===== src/rtl/player_move_scheduler_if.sv =====
// Step command channel between the move scheduler and the position datapath.
// Master drives a single-axis step; slave accepts it with step_ready.
interface player_move_scheduler_if;
   logic step_valid;
   logic step_axis;
   logic step_dec;
   logic step_ready;

   modport master (
      output step_valid,
      output step_axis,
      output step_dec,
      input  step_ready
   );

   modport slave (
      input  step_valid,
      input  step_axis,
      input  step_dec,
      output step_ready
   );
endinterface


===== src/rtl/player_move_scheduler.sv =====
// Turns held direction buttons into rate-limited single-step commands,
// with opposing-button cancel, field bound drop and diagonal axis alternation.
module player_move_scheduler #(
   parameter int unsigned TICK_DIV   = 1666667,
   parameter int unsigned X_MAX      = 79,
   parameter int unsigned Y_MAX      = 59,
   parameter logic [3:0]  PLAY_STATE = 4'd2
) (
   input  logic       clk,
   input  logic       rst,
   input  logic [3:0] state,
   input  logic       up,
   input  logic       down,
   input  logic       left,
   input  logic       right,
   input  logic [6:0] pos_x,
   input  logic [6:0] pos_y,
   player_move_scheduler_if.master step,
   output logic       busy,
   output logic       overrun
);

   typedef enum logic [1:0] {
      IDLE   = 2'd0,
      ISSUE1 = 2'd1,
      ISSUE2 = 2'd2
   } fsm_t;

   localparam logic [20:0] TICK_LAST = 21'(TICK_DIV - 1);
   localparam logic [6:0]  XM        = 7'(X_MAX);
   localparam logic [6:0]  YM        = 7'(Y_MAX);

   fsm_t        fsm_q, fsm_d;
   logic [20:0] cnt_q, cnt_d;
   logic        axis_q, axis_d;
   logic        dec_q, dec_d;
   logic        pend_q, pend_d;
   logic        pend_dec_q, pend_dec_d;
   logic        prio_q, prio_d;

   logic play, any_btn, tick, hs;
   logic y_req, x_req;

   assign play    = (state == PLAY_STATE);
   assign any_btn = up | down | left | right;
   assign tick    = play & (cnt_q == TICK_LAST);

   // Opposing buttons cancel; a move off the field is dropped at sample time.
   assign y_req = (up ^ down)
                & ~(up & (pos_y >= YM))
                & ~(down & (pos_y == 7'd0));
   assign x_req = (left ^ right)
                & ~(right & (pos_x >= XM))
                & ~(left & (pos_x == 7'd0));

   assign step.step_valid = (fsm_q != IDLE);
   assign step.step_axis  = axis_q;
   assign step.step_dec   = dec_q;
   assign busy            = (fsm_q != IDLE);
   assign overrun         = tick & (fsm_q != IDLE);
   assign hs              = step.step_valid & step.step_ready;

   always_comb begin
      if (!play || !any_btn || tick) cnt_d = '0;
      else                           cnt_d = cnt_q + 21'd1;
   end

   always_comb begin
      fsm_d      = fsm_q;
      axis_d     = axis_q;
      dec_d      = dec_q;
      pend_d     = pend_q;
      pend_dec_d = pend_dec_q;
      prio_d     = prio_q;
      if (!play) begin
         fsm_d  = IDLE;
         pend_d = 1'b0;
      end else begin
         unique case (fsm_q)
            IDLE: begin
               if (tick && (y_req || x_req)) begin
                  fsm_d  = ISSUE1;
                  pend_d = y_req & x_req;
                  if (y_req && x_req) begin
                     axis_d     = prio_q;
                     dec_d      = prio_q ? down : left;
                     pend_dec_d = prio_q ? left : down;
                  end else if (y_req) begin
                     axis_d = 1'b1;
                     dec_d  = down;
                  end else begin
                     axis_d = 1'b0;
                     dec_d  = left;
                  end
               end
            end
            ISSUE1: begin
               if (hs) begin
                  if (pend_q) begin
                     fsm_d  = ISSUE2;
                     axis_d = ~axis_q;
                     dec_d  = pend_dec_q;
                  end else begin
                     fsm_d = IDLE;
                  end
               end
            end
            ISSUE2: begin
               if (hs) begin
                  fsm_d  = IDLE;
                  pend_d = 1'b0;
                  prio_d = ~prio_q;
               end
            end
            default: fsm_d = IDLE;
         endcase
      end
   end

   always_ff @(posedge clk or posedge rst) begin
      if (rst) begin
         fsm_q      <= IDLE;
         cnt_q      <= '0;
         axis_q     <= 1'b0;
         dec_q      <= 1'b0;
         pend_q     <= 1'b0;
         pend_dec_q <= 1'b0;
         prio_q     <= 1'b1;
      end else begin
         fsm_q      <= fsm_d;
         cnt_q      <= cnt_d;
         axis_q     <= axis_d;
         dec_q      <= dec_d;
         pend_q     <= pend_d;
         pend_dec_q <= pend_dec_d;
         prio_q     <= prio_d;
      end
   end

endmodule


===== src/flat_wrapper.sv =====
// flat-port wrapper written by rule: the top's interface ports become plain ports
module player_move_scheduler_flat 
#(
   parameter int unsigned TICK_DIV   = 1666667,
   parameter int unsigned X_MAX      = 79,
   parameter int unsigned Y_MAX      = 59,
   parameter logic [3:0]  PLAY_STATE = 4'd2
)
  (clk, rst, state, up, down, left, right, pos_x, pos_y, busy, overrun, step_step_valid, step_step_axis, step_step_dec, step_step_ready);
  player_move_scheduler_if step_i ();
  input  logic clk;
  input  logic rst;
  input  logic [3:0] state;
  input  logic up;
  input  logic down;
  input  logic left;
  input  logic right;
  input  logic [6:0] pos_x;
  input  logic [6:0] pos_y;
  output logic busy;
  output logic overrun;
  output wire logic [$bits(step_i.step_valid)-1:0] step_step_valid;
  output wire logic [$bits(step_i.step_axis)-1:0] step_step_axis;
  output wire logic [$bits(step_i.step_dec)-1:0] step_step_dec;
  input wire logic [$bits(step_i.step_ready)-1:0] step_step_ready;
  assign step_step_valid = step_i.step_valid;
  assign step_step_axis = step_i.step_axis;
  assign step_step_dec = step_i.step_dec;
  assign step_i.step_ready = step_step_ready;
  player_move_scheduler #(.TICK_DIV(TICK_DIV), .X_MAX(X_MAX), .Y_MAX(Y_MAX), .PLAY_STATE(PLAY_STATE)) u_core (.clk(clk), .rst(rst), .state(state), .up(up), .down(down), .left(left), .right(right), .pos_x(pos_x), .pos_y(pos_y), .step(step_i), .busy(busy), .overrun(overrun));
endmodule

===== config.mk =====
export PLATFORM = sky130hd
export DESIGN_NAME = player_move_scheduler_flat
export DESIGN_NICKNAME = d
export VERILOG_FILES = /design/src/rtl/player_move_scheduler_if.sv /design/src/rtl/player_move_scheduler.sv /design/src/flat_wrapper.sv
export SDC_FILE = /design/constraint.sdc
export NUM_CORES = 1
export LEC_CHECK = 0
export CORE_MARGIN = 2
export CORE_UTILIZATION = 52
export DETAILED_ROUTE_END_ITERATION = 7
export HOLD_SLACK_MARGIN = 0.12
export PLACE_DENSITY = 0.8
export SLEW_MARGIN = 20
export SYNTH_ARGS = -nofsm -noshare
export SYNTH_HDL_FRONTEND = slang
export SYNTH_SLANG_ARGS = --single-unit

===== constraint.sdc =====
create_clock -name clk -period 3.1 [get_ports clk]
set_input_delay 0.62 -clock clk [delete_from_list [all_inputs] [get_ports clk]]
set_output_delay 0.62 -clock clk [all_outputs]
set_load 0.05 [all_outputs]

* After elaboration in Yosys (flattened, before gate mapping)
Cells that the tools add are included.
W data, S select, Z words.
** Operators by class
- Add/sub/neg operators :: 1
- Magnitude comparators :: 2
- Equal/unequal tests :: 11
- Mux-type cells :: 25
- Bitwise operators :: 23
- Reduce and logical (&&, ||, !) cells :: 17
** Operators with widths (number)
- $add A21 B1 Y21 const B :: 1
- $eq A21 B21 Y1 const B :: 1
- $mux W21 :: 1
- $mux W1 :: 15
- $logic_not A7 Y1 :: 2
- $and A1 B1 Y1 :: 12
- $ne A3 B3 Y1 const B :: 4
- $mux W2 :: 5
- $reduce_and A3 Y1 :: 3
- $ge A7 B6 Y1 const B :: 1
- $ge A7 B7 Y1 const B :: 1
- $ne A2 B1 Y1 const B :: 3
- $not A1 Y1 :: 6
- $pmux W1 S2 :: 3
- $pmux W2 S3 :: 1
- $reduce_and A5 Y1 :: 1
- $eq A4 B2 Y1 const B :: 1
- $reduce_and A4 Y1 :: 1
- $reduce_bool A2 Y1 :: 2
- $logic_or A1 B1 Y1 :: 3
- $or A1 B1 Y1 :: 3
- $eq A2 B1 Y1 const B :: 1
- $eq A2 B2 Y1 const B :: 1
- $logic_and A1 B1 Y1 :: 2
- other kinds (3) :: 5
** Storage, ports and cells
- Bits in registers :: 28
- Bits of input ports :: 25
- Output and inout bits :: 5
- Word-level logic and storage cells :: 86

* Logic depth before layout (Yosys ltp)
- Depth after elaboration :: 10
- Depth in mapped cells :: 8
- Gate-level depth less buffers :: 7

* Least setup slack after synthesis
Ideal clock, no wire load.
- Path kind :: input to output
- Start :: input state[0]
- End :: output overrun
- Arrival time :: 2.710 ns
- Data required time :: 2.480 ns
- Setup slack :: -0.230 ns
- Stages :: 5
- Path buffers :: 1
- Cells stage by stage :: or4b_1 -> buf_2 -> or2_4 -> or4_4 -> nor2_1
** On the way
- Word-level cells in the longest chain between the ends :: 3
** RTL lines
- start, declared :: RTL line flat_wrapper.sv:13 : input logic [3:0] state;
- $eq A4 B2 Y1 :: RTL line player_move_scheduler.sv:44 : assign play = (state == PLAY_STATE);
- $and A1 B1 Y1 :: RTL line player_move_scheduler.sv:46 : assign tick = play & (cnt_q == TICK_LAST);
- $and A1 B1 Y1 :: RTL line player_move_scheduler.sv:60 : assign overrun = tick & (fsm_q != IDLE);
- end, declared :: RTL line flat_wrapper.sv:21 : output logic overrun;
Every way passes these cells.

* Worst setup path after layout
- Start :: input state[2]
- End :: output overrun
The elaborated chain is that of the path after synthesis.

==> out/qor.csv <==
metric,value,unit
initial_utilization,55.0,%
insertion_delay,0.34,ns
first_pass_iters,4,
synthTopCellsByArea,"dfrtp_1 40%, nor2_1 7.2%, xor2_1 5.7%",
overflow,0,
drive_gt1_share,10.0,%
cts_made_buffers,3,
syn-cell-area,1680,um^2
die_w,60.8,um
register_area,702,um^2
wl,3.84,mm
wire_per_inst,14.6,um
final_cell_count_no_fill,263,
status,"finished, final reports clean",
async_flop_share,100,%
clockRootBuffer,clkbuf_4,
ir_drop,0.000270,V
drt_iter0_drc,57,
yosysTopAreaCellShare,40.2,%
fin_crit_sh,98.4,%
cp_max_fo,2,
synth_edf_count,0,
critPathTopFamily,simple AND/OR/NAND/NOR gates,
die-area,3700,um^2
grt_max_degree,29,
r2r-end,u_core.step.step_axis,
multi_input_area,931,um^2
grt_pass1_wl,6.39,mm
place_congestion,0.868,
synth_top_area_cell,dfrtp_1,
r2r-start,u_core.cnt_q[0],
setup_viol,0,
worstPathRequired,2.48,ns
clock.fmax,328,MHz
grt_pass1_vias,1539,
area.growth.synth_to_final,26.4,%
hold_violations,0,
cts.clk_slew.worst_paths,0.15,ns
ys_top_cells_by_count,"32 x nor2_1, 27 x dfrtp_1, 11 x nand2_1, 11 x nand3_1, 11 x xor2_1",
cap_violations,0,
ys.flop_type,dfrtp_1,
fin_skew,0.00245,ns
placed_cells,259,
p_total,621,uW
r2r.worst_path.cells,8,
dp_hpwl,3.01,mm
rows,20,
slowest_delay,0.53,ns
cpMaxStageDelayCell,or4b_4,
cp.buffers_inverters,2,
remaining_drc_errors,0,
crit_chain,dlygate4sd2_1 > or4b_4 > or2_4 > or4_4 > nor2_4 > buf_12,
syn_area_per_cell,9.18,um^2
ys_ff_latch,28,
tightest_slew,0.690,ns
cts_tree,yes,
coreArea,3050,um^2
nets,248,
hold_ws,0.518,ns
routed_via_density,5.63,
max-slew-margin-rel,53.6,%
hp-start,u_core.pend_dec_q,
antenna_cells,0,
path_class,input port to output pin,
tns,0,ns
rsz0062_at_grt,false,
vias,1480,
cts_sinks,28,
fp.dieH,60.8,um
grt_use_total,23.2,%
antenna_found_initial,0,
cp.arrival,2.43,ns
cts_buffer_depth,2,
fillCellCount,262,
hold_depth,1,
maxSlewViolCount,0,
ys_warn_count,0,
min_to,u_core.pend_dec_q,
fin_crit,3.05,ns
syn-num-nets,211,
r2r_slack,0.85,ns
syn_inst,183,
worstSetupEndpointType,output pin,
min_path_type,flop to flop,
leakagePower,0.857,nW
critPathLaunchType,input port,
powerDensity,292,nW/um^2
synth-seq-area-share,41.8,%
port_buffers,29,
ios,30,
yosysMostFrequentCell,nor2_1,
synth.distinct_cells,46,
antenna_left,0,
htree_levels,1,
## power by group
part / switching [mW] / internal (mW) / total [mW]
Clock: 0.113 / 0.0721 / 0.185
Sequential: 0.000737 / 0.366 / 0.367
Combinational: 0.0310 / 0.0383 / 0.0693
## kinds of logic (layout without fill, tap and decap cells)
group,after synthesis,in the layout,synth area share [%]
AND/OR/NAND/NOR,99,99,32.5
flip-flops,28,28,41.8
AO/OA/AOI/OAI,20,20,8.94
XOR/XNOR,20,20,10.4
buffers and inverters,12,48,3.43
adder cells (fa/ha/maj),3,3,2.24
multiplexers,1,1,0.671
## what timing repair did
item | 4_1_cts | 5_1_grt
gates cloned | 0 | 0
hold buffers | 0 | 0
setup endpoints to repair | 1 | 1
buffers inserted | 0 | 0
resized for setup | 3 | 2
pin swaps | 4 | 4
## registers in the layout (all words and copies together) (netlist names)
signal and cells:
u_core.step.step_axis 1, u_core.cnt_q 21, u_core.fsm_q 2, u_core.prio_q 1
u_core.pend_q 1, u_core.pend_dec_q 1, u_core.step.step_dec 1
## stage by stage
stage / setup WS (ns) / util, % / area (um^2)
6_report: 0.0507 / 69.5 / 2120
5_1_grt: 0.0144 / 69.5 / 2120
4_1_cts: 0.00598 / 69.3 / 2120
3_5_place_dp: -0.133 / 68.1 / 2080
3_3_place_gp: -0.118 / 68.1 / 2080
2_1_floorplan: 0.127 / - / 1690
## metal layers
layer | track usage (%) | vias up | wire (um)
li1 | - | 722 | -
met1 | 24.2 | 732 | 1560
met5 | 0 | - | 0
met4 | 9.32 | 0 | 41
met2 | 45.8 | 20 | 2130
met3 | 3.41 | 6 | 100
## worst max-delay path by stage
stage | start | endpoint | slack [ns] | cells after the start
after CTS | state[1] | overrun | 0.006 | 6
after detailed placement | state[0] | overrun | -0.13 | 6
final | state[2] | overrun | 0.05 | 6
after global placement | state[0] | overrun | -0.12 | 6
after global routing | state[2] | overrun | 0.01 | 6
after floorplan | state[0] | overrun | 0.13 | 5
## worst register-to-register path, cell delays in order (launching register included)
cell and delay (ns):
dfrtp_1 0.48, inv_1 0.09, ha_1 0.18, nor4bb_1 0.32, nand2_1 0.09, or4_4 0.44, buf_4 0.16, a2111oi_2 0.31
nor3_1 0.08
## placed cells by master (no fill, tap or decap), types with 3 or more instances in the layout
cell / n
nand4_1: 6
nor2_1: 31
nand2_1: 11
nor3_1: 5
nand3b_1: 3
and2_1: 3
inv_1: 8
a21oi_1: 4
xor2_1: 11
and3_1: 5
nor2b_1: 3
dfrtp_1: 27
clkbuf_4: 3
clkdlybuf4s50_1: 24
nand3_1: 11
ha_1: 3
a211oi_1: 3
buf_4: 6
xnor2_1: 9
## cell type report
class                   count  share of cell area [%]
clock buffers               4                    1.71
repair buffers             36                    17.3
well taps                  44                    2.59
flip-flops and latches     28                    33.1
inverters                   8                    1.42
multi-input cells         143                    43.9
No activity file was read; power rests on OpenSTA's default activity.
